## config.mk

```make
export PLATFORM = sky130hd
export DESIGN_NAME = seq_scan_ctrl_flat
export DESIGN_NICKNAME = d
export VERILOG_FILES = /design/src/rtl/seq_scan_ctrl_if.sv /design/src/rtl/seq_scan_ctrl.sv /design/src/flat_wrapper.sv
export SDC_FILE = /design/constraint.sdc
export NUM_CORES = 1
export LEC_CHECK = 0
export BUFFER_PORTS_ARGS = -buffer_cell sky130_fd_sc_hd__clkbuf_2
export CAP_MARGIN = 10
export CORE_MARGIN = 2
export CORE_UTILIZATION = 55
export CTS_CLUSTER_SIZE = 8
export DETAILED_ROUTE_END_ITERATION = 10
export PLACE_DENSITY = 0.89
export RECOVER_POWER = 100
export SETUP_SLACK_MARGIN = 0.15
export SLEW_MARGIN = 20
export SYNTH_ARGS = -nofsm -noshare
export SYNTH_HDL_FRONTEND = slang
export SYNTH_SLANG_ARGS = --single-unit
```

## constraint.sdc

```tcl
create_clock -name clk -period 3.05 [get_ports clk]
set_clock_uncertainty 0.1 [all_clocks]
set_input_delay 0.915 -clock clk [delete_from_list [all_inputs] [get_ports clk]]
set_output_delay 0.915 -clock clk [all_outputs]
set_load 0.03 [all_outputs]
```

## src/rtl/seq_scan_ctrl_if.sv

```systemverilog
// Word-in / result-out handshake bundle for seq_scan_ctrl.
interface seq_scan_ctrl_if #(
    parameter int unsigned WORD_W = 8,
    parameter int unsigned CNT_W  = 4
) ();
    logic              in_valid;
    logic              in_ready;
    logic [WORD_W-1:0] in_word;
    logic              out_valid;
    logic              out_ready;
    logic [CNT_W-1:0]  out_count;
    logic              out_hit;

    // Producer/consumer side
    modport master (
        output in_valid, in_word, out_ready,
        input  in_ready, out_valid, out_count, out_hit
    );

    // Controller side
    modport slave (
        input  in_valid, in_word, out_ready,
        output in_ready, out_valid, out_count, out_hit
    );
endinterface

```

## src/rtl/seq_scan_ctrl.sv

```systemverilog
// Word-level controller: scans one word MSB-first through a 1-4 bit
// pattern matcher and returns the saturating per-word match count.
module seq_scan_ctrl #(
    parameter int unsigned WORD_W = 8,
    parameter int unsigned CNT_W  = 4
) (
    input  logic                 clk,
    input  logic                 reset_n,
    input  logic [3:0]           cfg_pattern,
    input  logic [2:0]           cfg_len,
    input  logic                 cfg_overlap,
    seq_scan_ctrl_if.slave       bus,
    output logic                 busy
);
    localparam int unsigned BIT_W = (WORD_W > 1) ? $clog2(WORD_W) : 1;
    localparam logic [CNT_W-1:0] CNT_MAX = {CNT_W{1'b1}};

    typedef enum logic [1:0] {
        IDLE   = 2'd0,
        SHIFT  = 2'd1,
        REPORT = 2'd2
    } state_t;

    state_t            r_state;
    logic [WORD_W-1:0] r_shift;
    logic [BIT_W-1:0]  r_bitcnt;
    logic [3:0]        r_hist;
    logic [2:0]        r_seen;
    logic [CNT_W-1:0]  r_count;
    logic              r_hit;
    logic [3:0]        r_pat;
    logic [2:0]        r_len;
    logic              r_ovl;
    logic              r_in_ready;
    logic              r_out_valid;
    logic              r_busy;

    logic [2:0]        w_len_eff;
    logic              w_bit;
    logic [3:0]        w_hist_new;
    logic [2:0]        w_seen_new;
    logic [3:0]        w_mask;
    logic              w_match;
    logic [CNT_W-1:0]  w_count_new;

    // Effective length: anything outside 1..4 is treated as 4
    assign w_len_eff = (cfg_len >= 3'd1 && cfg_len <= 3'd4) ? cfg_len : 3'd4;

    // Match evaluation for the bit consumed this cycle
    always_comb begin
        w_bit      = r_shift[WORD_W-1];
        w_hist_new = {r_hist[2:0], w_bit};
        w_seen_new = (r_seen >= 3'd4) ? 3'd4 : r_seen + 3'd1;
        case (r_len)
            3'd1:    w_mask = 4'b0001;
            3'd2:    w_mask = 4'b0011;
            3'd3:    w_mask = 4'b0111;
            default: w_mask = 4'b1111;
        endcase
        w_match     = (w_seen_new >= r_len) && ((w_hist_new & w_mask) == (r_pat & w_mask));
        w_count_new = (w_match && r_count != CNT_MAX) ? r_count + CNT_W'(1) : r_count;
    end

    // Controller FSM with registered handshake outputs
    always_ff @(posedge clk or negedge reset_n) begin
        if (!reset_n) begin
            r_state     <= IDLE;
            r_shift     <= '0;
            r_bitcnt    <= '0;
            r_hist      <= '0;
            r_seen      <= '0;
            r_count     <= '0;
            r_hit       <= 1'b0;
            r_pat       <= '0;
            r_len       <= '0;
            r_ovl       <= 1'b0;
            r_in_ready  <= 1'b1;
            r_out_valid <= 1'b0;
            r_busy      <= 1'b0;
        end else begin
            case (r_state)
                IDLE: begin
                    if (bus.in_valid) begin
                        r_shift    <= bus.in_word;
                        r_pat      <= cfg_pattern;
                        r_len      <= w_len_eff;
                        r_ovl      <= cfg_overlap;
                        r_bitcnt   <= '0;
                        r_hist     <= '0;
                        r_seen     <= '0;
                        r_count    <= '0;
                        r_hit      <= 1'b0;
                        r_in_ready <= 1'b0;
                        r_busy     <= 1'b1;
                        r_state    <= SHIFT;
                    end
                end
                SHIFT: begin
                    r_shift  <= {r_shift[WORD_W-2:0], 1'b0};
                    r_hist   <= w_hist_new;
                    r_seen   <= (w_match && !r_ovl) ? 3'd0 : w_seen_new;
                    r_count  <= w_count_new;
                    r_hit    <= (w_count_new != '0);
                    r_bitcnt <= r_bitcnt + BIT_W'(1);
                    if (r_bitcnt == BIT_W'(WORD_W - 1)) begin
                        r_out_valid <= 1'b1;
                        r_state     <= REPORT;
                    end
                end
                REPORT: begin
                    if (bus.out_ready) begin
                        r_out_valid <= 1'b0;
                        r_in_ready  <= 1'b1;
                        r_busy      <= 1'b0;
                        r_state     <= IDLE;
                    end
                end
                default: begin
                    r_state <= IDLE;
                end
            endcase
        end
    end

    assign bus.in_ready  = r_in_ready;
    assign bus.out_valid = r_out_valid;
    assign bus.out_count = r_count;
    assign bus.out_hit   = r_hit;
    assign busy          = r_busy;
endmodule

```

## src/flat_wrapper.sv

```systemverilog
// flat-port wrapper written by rule: the top's interface ports become plain ports
module seq_scan_ctrl_flat 
#(
    parameter int unsigned WORD_W = 8,
    parameter int unsigned CNT_W  = 4
)
  (clk, reset_n, cfg_pattern, cfg_len, cfg_overlap, busy, bus_in_valid, bus_in_word, bus_out_ready, bus_in_ready, bus_out_valid, bus_out_count, bus_out_hit);
  seq_scan_ctrl_if #(.WORD_W(WORD_W), .CNT_W(CNT_W)) bus_i ();
  input  logic clk;
  input  logic reset_n;
  input  logic [3:0] cfg_pattern;
  input  logic [2:0] cfg_len;
  input  logic cfg_overlap;
  output logic busy;
  input wire logic [$bits(bus_i.in_valid)-1:0] bus_in_valid;
  input wire logic [$bits(bus_i.in_word)-1:0] bus_in_word;
  input wire logic [$bits(bus_i.out_ready)-1:0] bus_out_ready;
  output wire logic [$bits(bus_i.in_ready)-1:0] bus_in_ready;
  output wire logic [$bits(bus_i.out_valid)-1:0] bus_out_valid;
  output wire logic [$bits(bus_i.out_count)-1:0] bus_out_count;
  output wire logic [$bits(bus_i.out_hit)-1:0] bus_out_hit;
  assign bus_i.in_valid = bus_in_valid;
  assign bus_i.in_word = bus_in_word;
  assign bus_i.out_ready = bus_out_ready;
  assign bus_in_ready = bus_i.in_ready;
  assign bus_out_valid = bus_i.out_valid;
  assign bus_out_count = bus_i.out_count;
  assign bus_out_hit = bus_i.out_hit;
  seq_scan_ctrl #(.WORD_W(WORD_W), .CNT_W(CNT_W)) u_core (.clk(clk), .reset_n(reset_n), .cfg_pattern(cfg_pattern), .cfg_len(cfg_len), .cfg_overlap(cfg_overlap), .bus(bus_i), .busy(busy));
endmodule
```

==> key figures <==
Critical path
  – Worst Setup End Kind: register
  – Worst Path Arrival: roughly 2700 ps
  – Crit path launch: u_core.r_seen[0]$_DFFE_PN0P_
  – Reg2reg end: u_core.bus.out_hit$_DFFE_PN0P_
  – Crit start category: register
  – Reg2Reg Setup Slack: approximately 530 ps
  – RR Startpoint: u_core.r_seen[0]$_DFFE_PN0P_
  – CP required: 3180 ps
  – CP Class: reg -> reg
  – Worst Setup EP: u_core.bus.out_hit$_DFFE_PN0P_
  – CP max FO: 5
  – R2R cell count: 9

Synthesis
  – Synth top area share: 0.482
  – Post-synth top area cell: dfrtp_1
  – Most common cell in the netlist: dfrtp_1
  – Syn nets: between 200 and 250
  – Synthesized cell area: approximately 0.0018 mm^2
  – Top FF cell, synth: dfrtp_1
  – Post-synth EDFFs: 0
  – Mapped Cells: around 170
  – #FFs+latches synth: 35
  – Synth cell types: 42
  – Synth warn: 0
  – Synth area leaders: dfrtp_1 (48%), ha_1 (5.7%), nand2_1 (4.7%), nor2_1 (3.8%), a22o_1 (3.0%)
  – Post-synth ARST share: 1.00
  – Post-Syn Area per Cell: 10.2 um^2
  – Sequential area share after synthesis: 0.497
  – List of most frequent post-synthesis cells: dfrtp_1 (34), nand2_1 (22), nor2_1 (18), a21oi_1 (9)

Global routing
  – Global route hottest layer: met2
  – M2 GR Usage: 0.333
  – First-pass GRT wire length: approximately 5600 um
  – Grt total ovfl: 0
  – Routing usage on met1: 0.281
  – Initial antenna violation count: 0
  – Met3 Use GR: 0.0704
  – Vias in the first global route: 1263
  – Largest net degree at the start of global routing: 36
  – GRT Util Overall: 0.214

Clocking
  – Number of gates resized after CTS: 0
  – TritonCTS Buffers: 5
  – Root Buffer: clkbuf_4
  – TritonCTS Sinks: 35
  – Worst-Skew Late Latency: approximately 350 ps
  – CTS H-tree lvls: 2
  – Postcts setup bufs: 0
  – Hold_buf cts: 0
  – Clock buffer depth: 2
  – Worst-path clk slew: 100 ps
  – CTS tree: built

Timing
  – Slew Limit Fails: 36
  – Setup_tns: 0 ps
  – Final worst path period share: 0.825
  – Slew @ Worst Pin: 1830 ps
  – Final hold slack: 413 ps
  – Slew margin rel.: -0.218
  – Final Hold Viols: 0
  – Peak Freq: approximately 400 MHz
  – Final setup vio count: 0
  – Min Clock Period, post-route: 2520 ps
  – RSZ-0062 raised after global routing: false

Floorplanning
  – Core box area: 0.00305 mm^2
  – Starting Density: 0.578
  – Number of core rows: 20
  – Die X: roughly 60 um
  – Vert. Die Dim: ~60 um
  – Die footprint: around 0.0037 mm^2
  – Number of I/O pins: 28

Cells and area
  – Layout area overhead: 10.1%
  – Post-route cell area: between 0.0015 and 0.002 mm^2
  – Fill cell count: between 200 and 300
  – # nets final: 231
  – Share of post-route cells with drive strength above 1: 0.167
  – Antenna cell count: 0

Detailed routing
  – Post-route ant nets: 0
  – Drt drc: 0
  – Avg WL per Cell: about 14 um
  – DRT iter0 DRCs: 53
  – DR vias: around 1400
  – Vias per Instance: ~5.5
  – Final wirelength: 3380 um
  – First drt pass iteration count: 4

Outcome
  – Failing checks: capacitance limit, slew limit
  – Outcome: complete, but fails checks

Power and ir drop
  – LEAKAGE: approximately 0.9 nW
  – Worst vdd ir: between 0.0005 and 0.0006 V
  – Pwr dens: about 1000 mW/mm^2

Placed design
  – DPL Wire Length: 2440 um
  – IO Port Bufs: 27
  – Gp weighted congestion: slightly above 0.8
  – Placed Area: 0.00195 mm^2

Min path
  – Worst hold path startpoint: u_core.r_bitcnt[0]$_DFFE_PN0P_
  – Hold Crit Class: reg -> reg

Flow run
  – Max cap viols: 1
cell type report:
cell class	instances	area (um^2)	area share
Tap cell	44	55.1	0.0283
Clock buffer	7	45.0	0.0232
Sequential cell	35	877	0.451
Timing Repair Buffer	30	136	0.0702
Clock inverter	1	5.00	0.00258
Multi-Input combinational cell	124	798	0.411
Inverter	7	26.3	0.0135
kinds of logic after synthesis:
group                    after synthesis  share of synthesized area
AO/OA/AOI/OAI                         46                      0.193
XOR/XNOR                               4                     0.0198
buffers and inverters                 14                     0.0319
AND/OR/NAND/NOR                       60                      0.164
flip-flops                            35                      0.497
adder cells (fa/ha/maj)                8                     0.0567
multiplexers                           6                     0.0376
layout by cell type, fill, tap and decap left out, drive strengths merged, types with 5 or more instances in the layout:
cell,synthesis,final
clkbuf,4,36
o21ai,12,12
dfrtp,34,34
ha,8,8
a31oi,8,8
nand2,22,22
a21oi,9,9
nor2,20,20
mux2,5,5
inv,7,7
a22o,6,6
routing by layer:
metal | vias up | share of wire
met4 | 0 | 0.015
met3 | 7 | 0.043
met2 | 24 | 0.46
met5 | - | 0
li1 | 665 | -
met1 | 660 | 0.48
sequential cells by signal, indices dropped and copies added, names as in the netlist:
| register | cells |
|---|---|
| u_core.r_shift | 8 |
| u_core.bus.out_count | 4 |
| u_core.r_pat | 4 |
| u_core.r_bitcnt | 3 |
| u_core.r_hist | 3 |
| u_core.r_len | 3 |
| u_core.r_seen | 3 |
| u_core.r_state | 2 |
| u_core.bus.in_ready | 1 |
| u_core.bus.out_hit | 1 |
| u_core.bus.out_valid | 1 |
| u_core.busy | 1 |
| u_core.r_ovl | 1 |
power breakdown:
part	internal (mW)	switching [mW]	leakage, nW
combinational	0.382	0.515	0.460
clock	0.0897	0.153	0.0293
sequential	0.663	0.159	0.431
total	1.14	0.827	0.920
how the worst min path moves through the flow:
stage | end | slack, ps | depth (start not counted)
2_1_floorplan | u_core.r_ovl$_DFFE_PN0P_ | 360 | 1
3_3_place_gp | u_core.r_pat[2]$_DFFE_PN0P_ | 400 | 1
3_5_place_dp | u_core.r_bitcnt[0]$_DFFE_PN0P_ | 400 | 1
4_1_cts | u_core.r_bitcnt[0]$_DFFE_PN0P_ | 410 | 1
5_1_grt | u_core.r_bitcnt[0]$_DFFE_PN0P_ | 440 | 1
6_report | u_core.r_bitcnt[0]$_DFFE_PN0P_ | 410 | 1
per-stage QoR:
stage / util / power [mW] / setup WS [ps] / cells
finish: 0.636 / 1.96 / 534 / 248
floorplan: - / 1.55 / 879 / 173
global placement: 0.638 / 1.73 / 743 / 240
global route: 0.636 / 2.14 / 369 / 248
detailed placement: 0.638 / 1.79 / 714 / 240
CTS: 0.655 / 2.04 / 726 / 248
worst max-delay path, cell delays in order, from the launching register on:
cell,delay (ps)
dfrtp_1,390
inv_1,70
ha_1,270
nor2b_1,230
ha_1,280
a211o_1,270
o211ai_1,160
a31oi_1,160
and3b_1,230
o311ai_0,260
No activity file was read; power rests on OpenSTA's default activity.
